**src/rtl/sad_row_feeder.sv**
```systemverilog
// sad_row_feeder: upstream half of the SAD datapath.
//   Accepts streamed (cur, ref) pixel pairs, forms |cur-ref|, and parks each
//   result in one of eight registered operand lanes (o_P0..o_P7) that feed
//   the external 8-operand compressor array. After eight pairs the returned
//   row sum is sampled for one cycle (SUM) and accumulated. After ROWS rows
//   the block SAD is offered downstream on a valid/ready handshake.
// Ports:
//   i_clk, i_rst_n          clock, async active-low reset
//   i_valid/o_ready         pixel pair handshake, i_cur/i_ref pixel pair
//   o_P0..o_P7              absolute-difference lanes to compressor array
//   i_row_sum               combinational sum of the lanes from the array
//   o_sad_valid/i_sad_ready block SAD handshake, o_sad block SAD
//   o_row_idx               row currently being collected

module sad_lane_reg #(
  parameter int PIX_W = 8
) (
  input  logic             i_clk,
  input  logic             i_rst_n,
  input  logic             load,
  input  logic [PIX_W-1:0] d,
  output logic [PIX_W-1:0] q
);
  always_ff @(posedge i_clk or negedge i_rst_n)
    if (!i_rst_n)  q <= '0;
    else if (load) q <= d;
endmodule

module sad_row_feeder #(
  parameter int PIX_W = 8,
  parameter int ROWS  = 8,
  parameter int ACC_W = 14
) (
  input  logic                                 i_clk,
  input  logic                                 i_rst_n,
  input  logic                                 i_valid,
  output logic                                 o_ready,
  input  logic [PIX_W-1:0]                     i_cur,
  input  logic [PIX_W-1:0]                     i_ref,
  output logic [PIX_W-1:0]                     o_P0,
  output logic [PIX_W-1:0]                     o_P1,
  output logic [PIX_W-1:0]                     o_P2,
  output logic [PIX_W-1:0]                     o_P3,
  output logic [PIX_W-1:0]                     o_P4,
  output logic [PIX_W-1:0]                     o_P5,
  output logic [PIX_W-1:0]                     o_P6,
  output logic [PIX_W-1:0]                     o_P7,
  input  logic [PIX_W+2:0]                     i_row_sum,
  output logic                                 o_sad_valid,
  input  logic                                 i_sad_ready,
  output logic [ACC_W-1:0]                     o_sad,
  output logic [((ROWS > 1) ? $clog2(ROWS) : 1)-1:0] o_row_idx
);
  localparam int NUM_LANES = 8;
  localparam int RW        = (ROWS > 1) ? $clog2(ROWS) : 1;

  typedef enum logic [1:0] {COLLECT, SUM, DONE} state_t;

  state_t                             state, state_nxt;
  logic [2:0]                         lane_idx;
  logic [RW-1:0]                      row_cnt;
  logic [ACC_W-1:0]                   acc;
  logic [NUM_LANES-1:0][PIX_W-1:0]    lane;
  logic [PIX_W:0]                     diff_p, diff_n;
  logic [PIX_W-1:0]                   ad;
  logic [ACC_W-1:0]                   rs_ext;
  logic                               xfer, last_row;

  // Both orderings at PIX_W+1; the borrow bit of cur-ref picks the positive one.
  assign diff_p = {1'b0, i_cur} - {1'b0, i_ref};
  assign diff_n = {1'b0, i_ref} - {1'b0, i_cur};
  assign ad     = diff_p[PIX_W] ? diff_n[PIX_W-1:0] : diff_p[PIX_W-1:0];

  assign xfer     = i_valid && o_ready;
  assign rs_ext   = {{(ACC_W-PIX_W-3){1'b0}}, i_row_sum};
  assign last_row = (row_cnt == RW'(ROWS-1));

  // One register per lane; only the lane addressed by lane_idx loads.
  for (genvar k = 0; k < NUM_LANES; k++) begin : g_lane
    sad_lane_reg #(.PIX_W(PIX_W)) u_lane (
      .i_clk   (i_clk),
      .i_rst_n (i_rst_n),
      .load    (xfer && (lane_idx == 3'(k))),
      .d       (ad),
      .q       (lane[k])
    );
  end

  assign o_P0 = lane[0];
  assign o_P1 = lane[1];
  assign o_P2 = lane[2];
  assign o_P3 = lane[3];
  assign o_P4 = lane[4];
  assign o_P5 = lane[5];
  assign o_P6 = lane[6];
  assign o_P7 = lane[7];
  assign o_row_idx = row_cnt;

  always_ff @(posedge i_clk or negedge i_rst_n)
    if (!i_rst_n) state <= COLLECT;
    else          state <= state_nxt;

  always_comb begin
    state_nxt = state;
    o_ready   = 1'b0;
    case (state)
      COLLECT: begin
        o_ready = 1'b1;
        if (xfer && lane_idx == 3'd7) state_nxt = SUM;
      end
      SUM:     state_nxt = last_row ? DONE : COLLECT;
      DONE:    if (i_sad_ready) state_nxt = COLLECT;
      default: state_nxt = COLLECT;
    endcase
  end

  always_ff @(posedge i_clk or negedge i_rst_n)
    if (!i_rst_n) begin
      lane_idx    <= '0;
      row_cnt     <= '0;
      acc         <= '0;
      o_sad       <= '0;
      o_sad_valid <= 1'b0;
    end else begin
      case (state)
        COLLECT: if (xfer) lane_idx <= lane_idx + 3'd1;  // wraps 7 -> 0
        SUM: begin
          acc <= acc + rs_ext;
          if (last_row) begin
            row_cnt     <= '0;
            o_sad       <= acc + rs_ext;
            o_sad_valid <= 1'b1;
          end else begin
            row_cnt <= row_cnt + RW'(1);
          end
        end
        DONE: if (i_sad_ready) begin
          acc         <= '0;
          o_sad_valid <= 1'b0;  // o_sad keeps the last block value
        end
        default: ;
      endcase
    end
endmodule

```
**config.mk**
```make
export PLATFORM = sky130hd
export DESIGN_NAME = sad_row_feeder
export DESIGN_NICKNAME = d
export VERILOG_FILES = /design/src/rtl/sad_row_feeder.sv
export SDC_FILE = /design/constraint.sdc
export NUM_CORES = 1
export LEC_CHECK = 0
export CAP_MARGIN = 15
export CORE_MARGIN = 10
export CORE_UTILIZATION = 35
export CTS_CLUSTER_DIAMETER = 80
export DETAILED_ROUTE_END_ITERATION = 16
export GPL_ROUTABILITY_DRIVEN = 0
export HOLD_SLACK_MARGIN = 0.02
export PLACE_DENSITY = 0.56
export SKIP_LAST_GASP = 1
export SYNTH_ARGS = -nofsm -noshare
export SYNTH_HDL_FRONTEND = slang
export SYNTH_HIERARCHICAL = 1
export SYNTH_SLANG_ARGS = --single-unit
```
**constraint.sdc**
```tcl
create_clock -name i_clk -period 2.3 [get_ports i_clk]
set_input_delay 0.46 -clock i_clk [delete_from_list [all_inputs] [get_ports i_clk]]
set_output_delay 0.46 -clock i_clk [all_outputs]
set_load 0.01 [all_outputs]
```
* After elaboration in Yosys (flattened, before gate mapping)
Cells that the tools add are included.
** Storage, ports and cells
- Input bits :: 31
- Logic and storage cells :: 61
- Flip-flop bits (word level) :: 101
- Output and inout bits :: 83
** Operators by class
- Reductions and logical operators :: 17
- Add/sub/neg operators :: 5
- Muxes and demuxes :: 12
- Equality and inequality tests :: 13
** Operators with widths (number)
- $pmux 14 s2 :: 1
- $eq 3x3->1 const B :: 5
- $add 14x11->14 :: 1
- $mux 14 :: 1
- $logic_and 1x1->1 :: 9
- $sub 8x8->9 :: 1
- $mux 8 :: 1
- $reduce_and 2->1 :: 4
- $sub 8x8->8 :: 1
- $add 3x1->3 const B :: 2
- $eq 3x2->1 const B :: 2
- $mux 2 :: 3
- $pmux 2 s3 :: 1
- $ne 2x2->1 const B :: 2
- $eq 3x1->1 const B :: 1
- $logic_not 3->1 :: 1
- $mux 1 :: 3
- $mux 3 :: 1
- $reduce_and 3->1 :: 1
- $eq 2x1->1 const B :: 1
- $eq 2x2->1 const B :: 1
- $logic_not 2->1 :: 1
- $ne 2x1->1 const B :: 1
- $pmux 1 s2 :: 1
- $reduce_bool 2->1 :: 1

* Logic depth before layout (Yosys ltp)
- Word-level depth :: 6
- Gate-level depth with buffers :: 12
- Depth with buffers taken out :: 11

* Hierarchy
Netlist, hierarchy kept.
** By module, submodules not included
- sad_row_feeder :: times used 1, sequential area each 925.9 um2, cells an instance 303, area an instance 2772.7 um2
- sad_lane_reg :: times used 8, sequential area each 200.2 um2, cells an instance 17, area an instance 331.6 um2

* Worst setup path after synthesis
OpenSTA, ideal clock, no wires.
- Path type :: input -> register
- From :: input port i_cur[0]
- To :: register g_lane[0].u_lane.q[5]
- Arrival :: 3.230 ns
- Path buffers :: 1
- Stages on the path :: 12
- Setup slack :: -0.998 ns
- Cell sequence :: inv_1 ha_1 fa_1 and2b_1 nor3_1 o31ai_1 o21a_1 buf_6 mux2_4 mux2_4 a311oi_1 mux2_4
** Between the ends
- Cells in the longest elaborated chain, start to end :: 2
- Elaborated cells on any way between the ends :: 3
- Those cells by class :: add/sub: 2; mux: 1
** RTL lines
- start: declaration :: RTL line 38 : input logic [PIX_W-1:0] i_cur,
- $sub 8x8->9 or $sub 8x8->8 (tied branches) :: RTL line 70, 71
- $mux 8 (*) :: RTL line 72 : assign ad = diff_p[PIX_W] ? diff_n[PIX_W-1:0] : diff_p[PIX_W-1:0];
- named net ad[5] :: RTL line 65 : logic [PIX_W-1:0] ad;
- end signal: assignment :: RTL line 25 : if (!i_rst_n) q <= '0;
- end signal: assignment :: RTL line 26 : else if (load) q <= d;
- end: declaration :: RTL line 22 : output logic [PIX_W-1:0] q
Mark *: on every way through the listed nets, which the timed path passes. The rest lies on a longest branch.
A chain may end at the register's enable or synchronous reset.

* Final worst setup path
- From :: input port i_cur[0]
- To :: register g_lane[7].u_lane.q[5]
** Between the ends
- Cells in the longest elaborated chain, start to end :: 2
- Elaborated cells on any way between the ends :: 3
- Those cells by class :: add/sub: 2; mux: 1
** RTL lines (RTL line)
- $sub 8x8->9 or $sub 8x8->8 (tied branches) :: 70, 71
- $mux 8 (*) :: 72
- named net ad[5] :: 65
- end signal: assignment :: 25
- end signal: assignment :: 26
- end: declaration :: 22
Marked as above.

==> out/results.tsv <==
metric	value	unit
skew	0.0121	ns
multi_input_area	3000	um^2
slowest_stage	a2111oi_4	
syn_to_final_growth	48.8	%
drv_slew	0	
setup_viol	56	
diodes	0	
clockBufferDepth	2	
place_area	7300	um^2
antenna_found_initial	0	
final_common_cell	dfrtp_1	
synth.mux.area_fraction	20.2	%
path_cells	buf_8 -> inv_8 -> ha_4 -> fa_2 -> and2b_2 -> nor3_4 -> o31ai_2 -> o21a_2 -> mux2_4 -> a2111oi_4 -> a311oi_4 -> buf_4 -> mux2_4	
post-route-drc-count	0	
routed-wl-met2	7.35	mm
hpwl	11.3	mm
tightest_slew	0.557	ns
min_to	acc[10]	
powerDensity	1210	nW/um^2
top_level_ports	114	
clkTransAtPathRegs	0.06	ns
cpLargestDelayFamily	compound AO/OA/AOI/OAI gates	
final_cell_mix	101 x dfrtp_1, 94 x clkdlybuf4s50_1, 72 x buf_4, 67 x mux2_4	
insertion_delay	0.35	ns
synth_top_family_by_area	multiplexers	
fin_nets	698	
finalHoldViolations	0	
rsz0062_at_grt	yes	
start_kind	primary input	
rows	45	
path_max_fanout	4	
ys_types	46	
cts_buffers	9	
yosysSeqAreaShare	46.6	%
grt_use_total	15.1	%
drtPass1Iterations	4	
numClockSinks	101	
ys_ff_latch	101	
slew_headroom	62.7	%
routedWlPerCell	18.5	um
finalPower	0.00980	W
r2r_setup_slack	0.10	ns
outcome	finished with violations	
reg2reg_from	acc[2]	
core_area	15200	um^2
postSynthAreaPerCell	12.4	um^2
drt_iter0_drc	118	
grt_max_degree	52	
leakage	3.76	nW
wl	15.3	mm
cts_tree	built	
synthFlopType	dfrtp_1	
met3WireLength	957	um
r2r_end	o_sad[9]	
die_w	145	um
syn_nets	507	
vdd_drop_max	0.801	mV
max_stage_delay	0.38	ns
fillers	1296	
hold_class	register to register	
fin_crit_sh	123	%
grt_pass1_vias	4381	
drv_cap	0	
via_per_inst	4.84	
htreeDepth	3	
grt_pass1_wl	24.5	mm
hp-start	acc[10]	
min_path_cells	2	
initial_core_util	35.7	%
root_buffer	clkbuf_16	
crit_buf_inv	3	
cp_common_cell	mux2_4	
fin_area	8080	um^2
fmax	354	MHz
fp.dieH	145	um
synth-edff-count	0	
synth_warnings	6	
worstSetupPathType	primary input to register	
synthArstFlopShare	100	%
synthXorXnorAreaFrac	2.58	%
fin_ws	-0.528	ns
required	2.53	ns
synth_area	5430	um^2
end_kind	register	
synth_adder_area_share	8.95	%
violations	negative setup slack	
regArea	2530	um^2
dieArea	20900	um^2
r2r_cells	10	
worstPathArrival	3.06	ns
period_minus_slack	2.83	ns
numPortBuffers	113	
drive_gt1_share	35.3	%
synth-compound-area-share	9.87	%
top_layer	met4	
antenna_left	0	
syn_inst	439	
wl_met1	6.81	mm
yosys.area_share.simple	7.20	%
num_vias	3985	
grt_overflow	0	
dp_slack	-1.56	ns
==> synth_stat cells (2+ instances only) <==
| library cell | instances | share of area, % |
|---|---|---|
| a21o_1 | 8 | 1.1 |
| a21oi_1 | 16 | 1.5 |
| a22o_1 | 6 | 0.97 |
| a31oi_1 | 2 | 0.23 |
| and3_1 | 10 | 1.2 |
| buf_6 | 10 | 2.1 |
| clkbuf_1 | 7 | 0.48 |
| dfrtp_1 | 101 | 47 |
| fa_1 | 3 | 1.1 |
| ha_1 | 34 | 7.8 |
| inv_1 | 29 | 2.0 |
| mux2_2 | 6 | 1.2 |
| mux2_4 | 66 | 18 |
| mux2i_1 | 4 | 0.74 |
| nand2_1 | 26 | 1.8 |
| nand2b_1 | 3 | 0.35 |
| nand3_1 | 3 | 0.28 |
| nor2_1 | 17 | 1.2 |
| nor2b_1 | 10 | 1.2 |
| nor3_1 | 4 | 0.37 |
| o21a_1 | 7 | 0.97 |
| o21ai_0 | 26 | 2.4 |
| o21bai_1 | 2 | 0.28 |
| o31ai_1 | 3 | 0.42 |
| xnor2_1 | 8 | 1.3 |
| xor2_1 | 8 | 1.3 |
==> layer usage <==
metal	global-route usage, %	vias to the layer above
li1	-	1907
met1	18.4	1976
met2	25.2	88
met3	5.41	14
met4	2.77	0
met5	0	-
==> cells by family after synthesis <==
| family | count (synthesis) |
|---|---|
| and+or+nand+nor | 80 |
| xor gates and xnor gates | 16 |
| DFF | 101 |
| adders and majority gates | 37 |
| muxes | 76 |
| AOI/OAI and AO/OA | 83 |
| buffers and inverters | 46 |
==> worst reg2reg max path: stages (launching register included) <==
cell and delay (ns):
dfrtp_1 0.41, ha_4 0.25, buf_4 0.13, nand3_2 0.05, nor2_2 0.05, o311a_1 0.37, o41ai_2 0.23, buf_4 0.17
buf_6 0.09, xnor2_2 0.06, mux2_2 0.25
==> per-stage QoR <==
stage	std cells	TNS, ns	hold WS [ns]	util, %
2_1_floorplan	439	-19.17	0.164	-
3_3_place_gp	788	-73.55	0.370	48.0
3_5_place_dp	788	-79.23	0.371	48.0
4_1_cts	823	-22.54	0.487	52.6
5_1_grt	823	-21.12	0.523	53.1
6_report	823	-16.17	0.481	53.1
==> state kept, by name (all words and copies together), names as in the netlist <==
signal and flops:
acc 14, g_lane.u_lane/q 64, lane_idx 3, o_row_idx 3, o_sad 14, o_sad_valid 1, state 2
==> worst max path at each step <==
stage | from | to | slack, ns | cells past startpoint
finish | i_cur[0] | g_lane[7].u_lane/q[5] | -0.53 | 13
global route | i_cur[0] | g_lane[3].u_lane/q[5] | -0.59 | 13
CTS | i_cur[0] | g_lane[7].u_lane/q[5] | -0.54 | 13
detailed placement | i_cur[0] | g_lane[7].u_lane/q[5] | -1.56 | 12
global placement | i_cur[0] | g_lane[1].u_lane/q[5] | -1.43 | 12
floorplan | i_cur[0] | g_lane[0].u_lane/q[5] | -0.72 | 12
==> layout make-up <==
type                    count  area share [%]
well taps                 188            2.91
multi-input cells         292            37.1
repair buffers            197            23.2
clock inverters             3           0.837
flip-flops and latches    101            31.3
clock buffers              13            3.22
inverters                  29            1.44
==> where the power goes <==
group	internal [W]	leakage (nW)	total [W]	switching [W]
Combinational	0.00302	2.40	0.00500	0.00198
Sequential	0.00253	1.20	0.00311	0.000587
Clock	0.00102	0.156	0.00169	0.000671
==> what timing repair did <==
action | in CTS | in global routing
hold buffers | 1 | 0
resized for setup | 72 | 23
buffers inserted | 20 | 4
setup endpoints to repair | 67 | 69
endpoints found under the hold margin | 20 | 0
pin swaps | 32 | 24
(Power assumes the default switching activity.)
